===== config.mk =====
export PLATFORM = sky130hd
export DESIGN_NAME = imem_arbiter_flat
export DESIGN_NICKNAME = d
export VERILOG_FILES = /design/src/rtl/imem_arbiter_pkg.sv /design/src/rtl/imem_arbiter_if.sv /design/src/rtl/imem_arbiter.sv /design/src/flat_wrapper.sv
export SDC_FILE = /design/constraint.sdc
export NUM_CORES = 1
export LEC_CHECK = 0
export CAP_MARGIN = 20
export CORE_MARGIN = 3
export CORE_UTILIZATION = 27
export CTS_CLUSTER_SIZE = 40
export DETAILED_ROUTE_END_ITERATION = 6
export GPL_TIMING_DRIVEN = 0
export PLACE_DENSITY = 0.89
export SLEW_MARGIN = 0
export SYNTH_ARGS = -nofsm -noshare
export SYNTH_HDL_FRONTEND = slang
export SYNTH_SLANG_ARGS = --single-unit

===== constraint.sdc =====
create_clock -name clk -period 4.6 [get_ports clk]
set_input_delay 0.92 -clock clk [delete_from_list [all_inputs] [get_ports clk]]
set_output_delay 0.92 -clock clk [all_outputs]
set_load 0.05 [all_outputs]

===== src/rtl/imem_arbiter_pkg.sv =====
// Shared definitions for the instruction-SRAM arbiter: FSM state encoding,
// default bus widths and the fetch-streak counter type.
package imem_arbiter_pkg;

    // Default widths: 1024-word instruction SRAM, 32-bit instructions.
    localparam int IMEM_ADDR_W = 10;
    localparam int IMEM_DATA_W = 32;

    // The streak counter must hold MAX_FETCH_BURST values up to 255.
    localparam int STREAK_W = 8;

    typedef logic [STREAK_W-1:0] streak_t;

    // Arbiter modes. RUN is normal shared operation, DRAIN retires the last
    // fetch before exclusive access, HALTED gives the loader the SRAM, and
    // RESUME hands the first cycle back to fetch.
    typedef enum logic [1:0] {
        ST_RUN    = 2'd0,
        ST_DRAIN  = 2'd1,
        ST_HALTED = 2'd2,
        ST_RESUME = 2'd3
    } arb_state_e;

    // Saturating increment used for the consecutive-fetch counter.
    function automatic streak_t streak_inc(input streak_t cur, input streak_t lim);
        streak_t res;
        if (cur >= lim) begin
            res = lim;
        end else begin
            res = cur + streak_t'(1);
        end
        return res;
    endfunction

endpackage


===== src/rtl/imem_arbiter_if.sv =====
// Bundle of the fetch port, loader port, halt control and SRAM port around
// the instruction-memory arbiter. The arbiter uses the slave view; the
// environment (pipeline, loader and SRAM together) uses the master view.
interface imem_arbiter_if
    import imem_arbiter_pkg::*;
#(
    parameter int ADDR_W = IMEM_ADDR_W,
    parameter int DATA_W = IMEM_DATA_W
);

    // IF-stage fetch port
    logic              if_req;
    logic [ADDR_W-1:0] if_addr;
    logic              if_gnt;
    logic              if_rvalid;
    logic [DATA_W-1:0] if_rdata;

    // Debug / program-loader port
    logic              dbg_req;
    logic              dbg_we;
    logic [ADDR_W-1:0] dbg_addr;
    logic [DATA_W-1:0] dbg_wdata;
    logic              dbg_gnt;
    logic              dbg_rvalid;
    logic [DATA_W-1:0] dbg_rdata;

    // Halt control and pipeline freeze
    logic              dbg_halt;
    logic              halted;
    logic              cpu_stall;

    // Single-port SRAM
    logic              sram_cs;
    logic              sram_we;
    logic [ADDR_W-1:0] sram_addr;
    logic [DATA_W-1:0] sram_wdata;
    logic [DATA_W-1:0] sram_rdata;

    modport slave (
        input  if_req, if_addr,
        output if_gnt, if_rvalid, if_rdata,
        input  dbg_req, dbg_we, dbg_addr, dbg_wdata,
        output dbg_gnt, dbg_rvalid, dbg_rdata,
        input  dbg_halt,
        output halted, cpu_stall,
        output sram_cs, sram_we, sram_addr, sram_wdata,
        input  sram_rdata
    );

    modport master (
        output if_req, if_addr,
        input  if_gnt, if_rvalid, if_rdata,
        output dbg_req, dbg_we, dbg_addr, dbg_wdata,
        input  dbg_gnt, dbg_rvalid, dbg_rdata,
        output dbg_halt,
        input  halted, cpu_stall,
        input  sram_cs, sram_we, sram_addr, sram_wdata,
        output sram_rdata
    );

endinterface


===== src/rtl/imem_arbiter.sv =====
// Arbiter for the single-port instruction SRAM shared by the IF-stage fetch
// port and the debug/program loader. Fetch normally wins; the loader is
// guaranteed a slot after MAX_FETCH_BURST consecutive fetch grants, and can
// halt the CPU to own the SRAM exclusively. Grants are combinational; read
// valids and the halted flag are registered.
module imem_arbiter
    import imem_arbiter_pkg::*;
#(
    parameter int ADDR_W          = IMEM_ADDR_W,
    parameter int DATA_W          = IMEM_DATA_W,
    parameter int MAX_FETCH_BURST = 8
) (
    input  logic           clk,
    input  logic           reset,
    imem_arbiter_if.slave  bus
);

    localparam streak_t STREAK_MAX = streak_t'(MAX_FETCH_BURST);

    arb_state_e state_q, state_d;
    streak_t    streak_q, streak_d;
    logic       halted_q, halted_d;
    logic       if_rvalid_q;
    logic       dbg_rvalid_q;

    logic       if_gnt;
    logic       dbg_gnt;

    // Grant decision for the current cycle; nothing is granted while reset is high.
    always_comb begin
        if_gnt  = 1'b0;
        dbg_gnt = 1'b0;
        if (!reset) begin
            case (state_q)
                ST_RUN: begin
                    // Loader wins when fetch is idle or fetch has used up its burst.
                    dbg_gnt = bus.dbg_req & (~bus.if_req | (streak_q == STREAK_MAX));
                    if_gnt  = bus.if_req & ~dbg_gnt;
                end
                ST_DRAIN, ST_HALTED: begin
                    dbg_gnt = bus.dbg_req;
                end
                ST_RESUME: begin
                    if_gnt = bus.if_req;
                end
                default: begin
                    if_gnt  = 1'b0;
                    dbg_gnt = 1'b0;
                end
            endcase
        end
    end

    // Next mode and fetch-streak count.
    always_comb begin
        state_d  = state_q;
        streak_d = streak_q;
        case (state_q)
            ST_RUN: begin
                if (bus.dbg_halt) begin
                    state_d = ST_DRAIN;
                end
                // The streak only measures fetches that made a waiting loader wait.
                if (!bus.dbg_req || dbg_gnt) begin
                    streak_d = '0;
                end else if (if_gnt) begin
                    streak_d = streak_inc(streak_q, STREAK_MAX);
                end
            end
            ST_DRAIN: begin
                // Exactly one cycle, even if dbg_halt has already dropped.
                state_d  = ST_HALTED;
                streak_d = '0;
            end
            ST_HALTED: begin
                if (!bus.dbg_halt) begin
                    state_d = ST_RESUME;
                end
                streak_d = '0;
            end
            ST_RESUME: begin
                state_d  = ST_RUN;
                streak_d = '0;
            end
            default: begin
                state_d  = ST_RUN;
                streak_d = '0;
            end
        endcase
        halted_d = (state_d == ST_HALTED);
    end

    // Mode, streak, halted flag and read-return valids; reset drops in-flight reads.
    always_ff @(posedge clk or posedge reset) begin
        if (reset) begin
            state_q      <= ST_RUN;
            streak_q     <= '0;
            halted_q     <= 1'b0;
            if_rvalid_q  <= 1'b0;
            dbg_rvalid_q <= 1'b0;
        end else begin
            state_q      <= state_d;
            streak_q     <= streak_d;
            halted_q     <= halted_d;
            if_rvalid_q  <= if_gnt;
            dbg_rvalid_q <= dbg_gnt & ~bus.dbg_we;
        end
    end

    // SRAM port is driven by whichever requester holds the grant.
    assign bus.sram_cs    = if_gnt | dbg_gnt;
    assign bus.sram_we    = dbg_gnt & bus.dbg_we;
    assign bus.sram_addr  = dbg_gnt ? bus.dbg_addr : bus.if_addr;
    assign bus.sram_wdata = dbg_gnt ? bus.dbg_wdata : '0;

    // Read data is steered to the port that issued last cycle's read.
    assign bus.if_gnt     = if_gnt;
    assign bus.if_rvalid  = if_rvalid_q;
    assign bus.if_rdata   = if_rvalid_q ? bus.sram_rdata : '0;
    assign bus.dbg_gnt    = dbg_gnt;
    assign bus.dbg_rvalid = dbg_rvalid_q;
    assign bus.dbg_rdata  = dbg_rvalid_q ? bus.sram_rdata : '0;

    // The pipeline freezes on a refused fetch and for the whole exclusive window.
    assign bus.halted     = halted_q;
    assign bus.cpu_stall  = reset
                          | (bus.if_req & ~if_gnt)
                          | (state_q == ST_DRAIN)
                          | (state_q == ST_HALTED);

endmodule


===== src/flat_wrapper.sv =====
// flat-port wrapper written by rule: the top's interface ports become plain ports
module imem_arbiter_flat import imem_arbiter_pkg::*;
#(
    parameter int ADDR_W          = IMEM_ADDR_W,
    parameter int DATA_W          = IMEM_DATA_W,
    parameter int MAX_FETCH_BURST = 8
)
  (clk, reset, bus_if_req, bus_if_addr, bus_if_gnt, bus_if_rvalid, bus_if_rdata, bus_dbg_req, bus_dbg_we, bus_dbg_addr, bus_dbg_wdata, bus_dbg_gnt, bus_dbg_rvalid, bus_dbg_rdata, bus_dbg_halt, bus_halted, bus_cpu_stall, bus_sram_cs, bus_sram_we, bus_sram_addr, bus_sram_wdata, bus_sram_rdata);
  imem_arbiter_if #(.ADDR_W(ADDR_W), .DATA_W(DATA_W)) bus_i ();
  input  logic clk;
  input  logic reset;
  input wire logic [$bits(bus_i.if_req)-1:0] bus_if_req;
  input wire logic [$bits(bus_i.if_addr)-1:0] bus_if_addr;
  output wire logic [$bits(bus_i.if_gnt)-1:0] bus_if_gnt;
  output wire logic [$bits(bus_i.if_rvalid)-1:0] bus_if_rvalid;
  output wire logic [$bits(bus_i.if_rdata)-1:0] bus_if_rdata;
  input wire logic [$bits(bus_i.dbg_req)-1:0] bus_dbg_req;
  input wire logic [$bits(bus_i.dbg_we)-1:0] bus_dbg_we;
  input wire logic [$bits(bus_i.dbg_addr)-1:0] bus_dbg_addr;
  input wire logic [$bits(bus_i.dbg_wdata)-1:0] bus_dbg_wdata;
  output wire logic [$bits(bus_i.dbg_gnt)-1:0] bus_dbg_gnt;
  output wire logic [$bits(bus_i.dbg_rvalid)-1:0] bus_dbg_rvalid;
  output wire logic [$bits(bus_i.dbg_rdata)-1:0] bus_dbg_rdata;
  input wire logic [$bits(bus_i.dbg_halt)-1:0] bus_dbg_halt;
  output wire logic [$bits(bus_i.halted)-1:0] bus_halted;
  output wire logic [$bits(bus_i.cpu_stall)-1:0] bus_cpu_stall;
  output wire logic [$bits(bus_i.sram_cs)-1:0] bus_sram_cs;
  output wire logic [$bits(bus_i.sram_we)-1:0] bus_sram_we;
  output wire logic [$bits(bus_i.sram_addr)-1:0] bus_sram_addr;
  output wire logic [$bits(bus_i.sram_wdata)-1:0] bus_sram_wdata;
  input wire logic [$bits(bus_i.sram_rdata)-1:0] bus_sram_rdata;
  assign bus_i.if_req = bus_if_req;
  assign bus_i.if_addr = bus_if_addr;
  assign bus_if_gnt = bus_i.if_gnt;
  assign bus_if_rvalid = bus_i.if_rvalid;
  assign bus_if_rdata = bus_i.if_rdata;
  assign bus_i.dbg_req = bus_dbg_req;
  assign bus_i.dbg_we = bus_dbg_we;
  assign bus_i.dbg_addr = bus_dbg_addr;
  assign bus_i.dbg_wdata = bus_dbg_wdata;
  assign bus_dbg_gnt = bus_i.dbg_gnt;
  assign bus_dbg_rvalid = bus_i.dbg_rvalid;
  assign bus_dbg_rdata = bus_i.dbg_rdata;
  assign bus_i.dbg_halt = bus_dbg_halt;
  assign bus_halted = bus_i.halted;
  assign bus_cpu_stall = bus_i.cpu_stall;
  assign bus_sram_cs = bus_i.sram_cs;
  assign bus_sram_we = bus_i.sram_we;
  assign bus_sram_addr = bus_i.sram_addr;
  assign bus_sram_wdata = bus_i.sram_wdata;
  assign bus_i.sram_rdata = bus_sram_rdata;
  imem_arbiter #(.ADDR_W(ADDR_W), .DATA_W(DATA_W), .MAX_FETCH_BURST(MAX_FETCH_BURST)) u_core (.clk(clk), .reset(reset), .bus(bus_i));
endmodule

== Yosys cells after proc, flatten, opt, wreduce, memory -nomap -nowiden ==
Cells that the tools add are included.
Word-level totals
  bits in registers: 13
  input port bits: 90
  output and inout bits: 114
  logic and storage cells: 47
Operators by class
  add/subtract/negate cells: 1
  magnitude comparators: 1
  equality and inequality tests: 6
  muxes and demuxes: 15
  bitwise gates (word level): 14
  reductions and logical operators: 5
Operators with widths (number)
  two-way mux 32 bit: 3
  two-way mux 8 bit: 3
  case mux 8 bit (2 select lines): 1
  two-way mux 10 bit: 1
  adder 8 x 1 -> 8 bit, second input constant: 1
  equality test 8 x 4 -> 1 bit, second input constant: 1
  >= comparator 8 x 4 -> 1 bit, second input constant: 1
  case mux 2 bit (4 select lines): 1
  equality test 2 bit, second input constant: 3
  AND 1 bit: 5
  OR 1 bit: 5
  two-way mux 2 bit: 2
  inverter 1 bit: 4
  case mux 1 bit (2 select lines): 2
  inequality test 3 x 1 -> 1 bit, second input constant: 1
  OR reduction 3 bit: 1
  equality test 2 x 1 -> 1 bit, second input constant: 1
  logical NOT 2 bit: 1
  two-way mux 1 bit: 2
  OR reduction 2 bit: 1
  logical NOT 1 bit: 1
  logical OR 1 bit: 1

== Longest topological paths before layout ==
  depth after elaboration: 12
  gate-level depth with buffers: 9

== Least setup slack after synthesis ==
No wires, ideal clock.
  path kind: reg2out
  start: reg u_core.streak_q[5]
  end: out bus_sram_wdata[22]
  arrival: 2.475 ns
  required time: 3.680 ns
  setup slack: 1.205 ns
  cell stages (with the launch flop): 8
  buffers on the path: 2
  cells stage by stage: dfrtp_1 -> or4_4 -> or3_1 -> a21boi_1 -> o211a_1 -> buf_6 -> buf_2 -> and2_1
Between the ends
  word-level cells in the longest chain between the ends: 6
RTL lines
  start, declared: line imem_arbiter.sv:21  | streak_t streak_q, streak_d;
  start signal, assigned: line imem_arbiter.sv:103  | streak_q <= streak_d;
  equality test 8 x 4 -> 1 bit: line imem_arbiter.sv:37  | dbg_gnt = bus.dbg_req & (~bus.if_req | (streak_q == STREAK_MAX));
  OR 1 bit: line imem_arbiter.sv:37
  AND 1 bit: line imem_arbiter.sv:37
  case mux 1 bit (2 select lines): line imem_arbiter.sv:34  | case (state_q)
  two-way mux 1 bit: line imem_arbiter.sv:33  | if (!reset) begin
  via bus_dbg_gnt: line flat_wrapper.sv:21  | output wire logic [$bits(bus_i.dbg_gnt)-1:0] bus_dbg_gnt;
  two-way mux 32 bit: line imem_arbiter.sv:114  | assign bus.sram_wdata = dbg_gnt ? bus.dbg_wdata : '0;
  end, declared: line flat_wrapper.sv:30  | output wire logic [$bits(bus_i.sram_wdata)-1:0] bus_sram_wdata;
The timed path passes the listed nets, and every way through them passes these cells.

== Final worst setup path ==
  start: in reset
  end: out bus_cpu_stall
Between the ends
  word-level cells in the longest chain between the ends: 6
RTL lines
  start, declared: line flat_wrapper.sv:11  | input logic reset;
  two-way mux 1 bit: line imem_arbiter.sv:33
  inverter 1 bit: line imem_arbiter.sv:127  | | (bus.if_req & ~if_gnt)
  AND 1 bit: line imem_arbiter.sv:127
  OR 1 bit (*): line imem_arbiter.sv:127
  OR 1 bit (*): line imem_arbiter.sv:128  | | (state_q == ST_DRAIN)
  OR 1 bit (*): line imem_arbiter.sv:129  | | (state_q == ST_HALTED);
  end, declared: line flat_wrapper.sv:26  | output wire logic [$bits(bus_i.cpu_stall)-1:0] bus_cpu_stall;
Mark *: on every way between the ends. The rest lies on a longest branch, timed or not.

==> reports/metrics.yaml <==
outcome:
  status: "finished, final reports clean"
grt:
  grt_pass1_vias: 2114
  gr-total-overflow: 0
  grt_pass1_wl_mm: 9.78
  grt_util_met3_pct: 6.21
  grt_most_used_layer: "met2"
  grt_antenna_before_repair: 0
  track_usage_pct: 19.2
  grtUsageMet2_pct: 38.7
  grt_max_degree: 15
  grt_util_met1_pct: 17.2
cells_and_area:
  syn_to_final_growth_pct: 148
  postLayoutCellArea_um2: 3620
  finish.net_count: 488
  drive_gt1_share_pct: 4.87
  diodes: 0
floorplan:
  dieArea_um2: 6320
  core-area_um2: 5170
  start_util_pct: 28.2
  die-height_um: 79.5
  io_pins: 204
  rows: 26
  die-width_um: 79.5
setup_path:
  r2r_cells: 6
  critPathCapture: "bus_cpu_stall"
  endpoint_kind: "output pin"
  path_class: "in2out"
  critPathLaunch: "reset"
  required_ns: 3.68
  cp.arrival_ns: 3.45
  r2r_slack_ns: 2.29
  crit_path_start_kind: "primary input"
  r2r-start: "u_core.streak_q[5]"
  rr_endpoint: "u_core.streak_q[5]"
  path_max_fanout: 14
clock_network:
  cts_resized: 0
  cts_tree: "done"
  htree_levels: 1
  clk_pin_slew_ns: 0.05
  post_cts_buffers: 0
  cts_root_buf: "clkbuf_8"
  numCtsBuffers: 3
  clk_latency_ns: 0.24
  ctsHoldBuffers: 0
  cts.sinks: 13
  cts.path.max_buffers: 2
logic_synthesis:
  synth_ff_type: "dfrtp_1"
  synth_edf_count: 0
  synth_top_family_by_area: "simple AND/OR/NAND/NOR gates"
  yosys.area_share.xor_xnor_pct: 0
  synthTopCellsByCount: "and2_1 (101), dfrtp_1 (13), ha_1 (7), inv_1 (7)"
  netlist_instances: 183
  synth.area.top_cells: "and2_1 (43%), dfrtp_1 (22%), ha_1 (6.0%)"
  netlist.area_leader.share_pct: 43.3
  synthMuxAreaShare_pct: 7.72
  ys_seq_area_share_pct: 22.3
  syn_area_um2: 1460
  async_reset_ff_share_pct: 100
  yosysMostFrequentCell: "and2_1"
  yosys.area.top_type: "and2_1"
  synth-compound-area-share_pct: 7.72
  synth_warnings: 0
  avgSynthCellArea_um2: 7.97
  ys_types: 31
  synth-seq-cells: 13
  synth_fa_ha_area_share_pct: 6.00
  syn_nets: 280
  synth-simple-area-share_pct: 50.1
timing:
  rsz0062_at_grt: "false"
  tns_ns: 0
  fin_ws_ns: 0.230
  finalCritPeriodShare_pct: 95.0
  max_slew_margin_pct: 64.1
  hold_viol_final: 0
  max_freq_mhz: 229
  skew_ns: 0.00716
  finalCriticalPeriod_ns: 4.37
  setup_viol: 0
  maxSlewViolCount: 0
  worst_pin_slew_ns: 0.536
drt:
  dr.first_iter.drc_count: 69
  postRouteAntennaNets: 0
  routedWlPerCell_um: 14.0
  firstDrtPassIters: 4
  routed_wirelength_mm: 6.45
  drt-vias-per-instance: 4.44
  vias: 2042
  drc: 0
place:
  pre_cts_slack_ns: 0.177
  place_hpwl_mm: 5.77
  placed_area_um2: 3580
  io_buffer_count: 203
  place.gp.congestion: 0.820
pwr:
  combinationalPowerShare_pct: 81.2
  p_clk_share_pct: 7.5
  irDropWorstVdd_mv: 0.270
  total_leakage_power_nw: 1.47
  p_sw_uw: 737
  powerDensity_nw_per_um2: 367
  swShare_pct: 55.4
  seq_power_share_pct: 11.4
  p_int_uw: 593
run:
  drv_cap: 0
min_path:
  hold_class: "reg2reg"
registers in the layout (all words and copies together), names as in the netlist:
name,count
u_core.bus.halted,1
u_core.bus.dbg_rvalid,1
u_core.streak_q,8
u_core.state_q,2
u_core.bus.if_rvalid,1
per-stage QoR:
stage	utilization (%)	power (mW)	hold WS (ns)	cells
after CTS	70.1	1.34	0.493	460
after detailed placement	69.2	1.24	0.477	456
final	70.1	1.33	0.493	460
after global routing	70.1	1.40	0.515	460
after global placement	69.2	1.23	0.473	456
after floorplan	-	0.849	0.455	183
logic make-up after synthesis:
| group | Yosys count |
|---|---|
| simple gates | 119 |
| mux | 10 |
| flops | 13 |
| fa+ha+maj | 7 |
| buf+inv | 19 |
| compound gates | 15 |
worst min-delay path by stage:
| stage | startpoint | to | slack (ns) | depth (start not counted) |
|---|---|---|---|---|
| after floorplan | u_core.streak_q[5] | u_core.streak_q[5] | 0.45 | 1 |
| after global placement | u_core.streak_q[5] | u_core.streak_q[5] | 0.47 | 1 |
| after detailed placement | u_core.streak_q[4] | u_core.streak_q[4] | 0.48 | 1 |
| after CTS | u_core.streak_q[4] | u_core.streak_q[4] | 0.49 | 1 |
| after global routing | u_core.streak_q[5] | u_core.streak_q[5] | 0.51 | 1 |
| final | u_core.streak_q[4] | u_core.streak_q[4] | 0.49 | 1 |
worst max-delay path: stages:
cell	delay (ns)
clkdlybuf4s50_1	0.47
inv_1	0.42
and3_1	0.23
o221ai_1	0.23
a2111o_1	0.47
clkdlybuf4s50_1	0.71
power groups by stage:
stage               Combinational, mW  Clock [mW]  Sequential (mW)
finish                           1.08      0.0991            0.151
global route                     1.14       0.109            0.155
CTS                              1.09       0.103            0.152
detailed placement               1.09           0            0.153
global placement                 1.07           0            0.152
floorplan                       0.676           0            0.173
placed cells by master (no fill, tap or decap), drive strengths merged, types with 2 or more instances in the layout:
| cell | Yosys | routed |
|---|---|---|
| clkdlybuf4s50 | 0 | 203 |
| and2 | 101 | 101 |
| dfrtp | 13 | 13 |
| clkbuf | 6 | 10 |
| mux2 | 10 | 10 |
| inv | 8 | 8 |
| ha | 7 | 7 |
| nor2 | 5 | 5 |
| buf | 5 | 5 |
| a21oi | 4 | 4 |
| o21ai | 4 | 4 |
| nand2 | 3 | 3 |
| nand3 | 2 | 2 |
layout make-up:
cell class / instances / area (um2)
plain buffers: 11 / 60.1
repair buffers: 203 / 2030
multi-input cells: 151 / 1040
flip-flops and latches: 13 / 325
well taps: 70 / 87.6
inverters: 8 / 30.0
clock buffers: 4 / 45.0
fillers: 421 / 1550
layer usage:
| layer | routed length [um] | vias to the layer above |
|---|---|---|
| met4 | 189 | 0 |
| met2 | 3490 | 135 |
| met3 | 716 | 12 |
| li1 | - | 993 |
| met1 | 2050 | 902 |
| met5 | 0 | - |
Note: power is estimated with default switching activity, not from simulation.
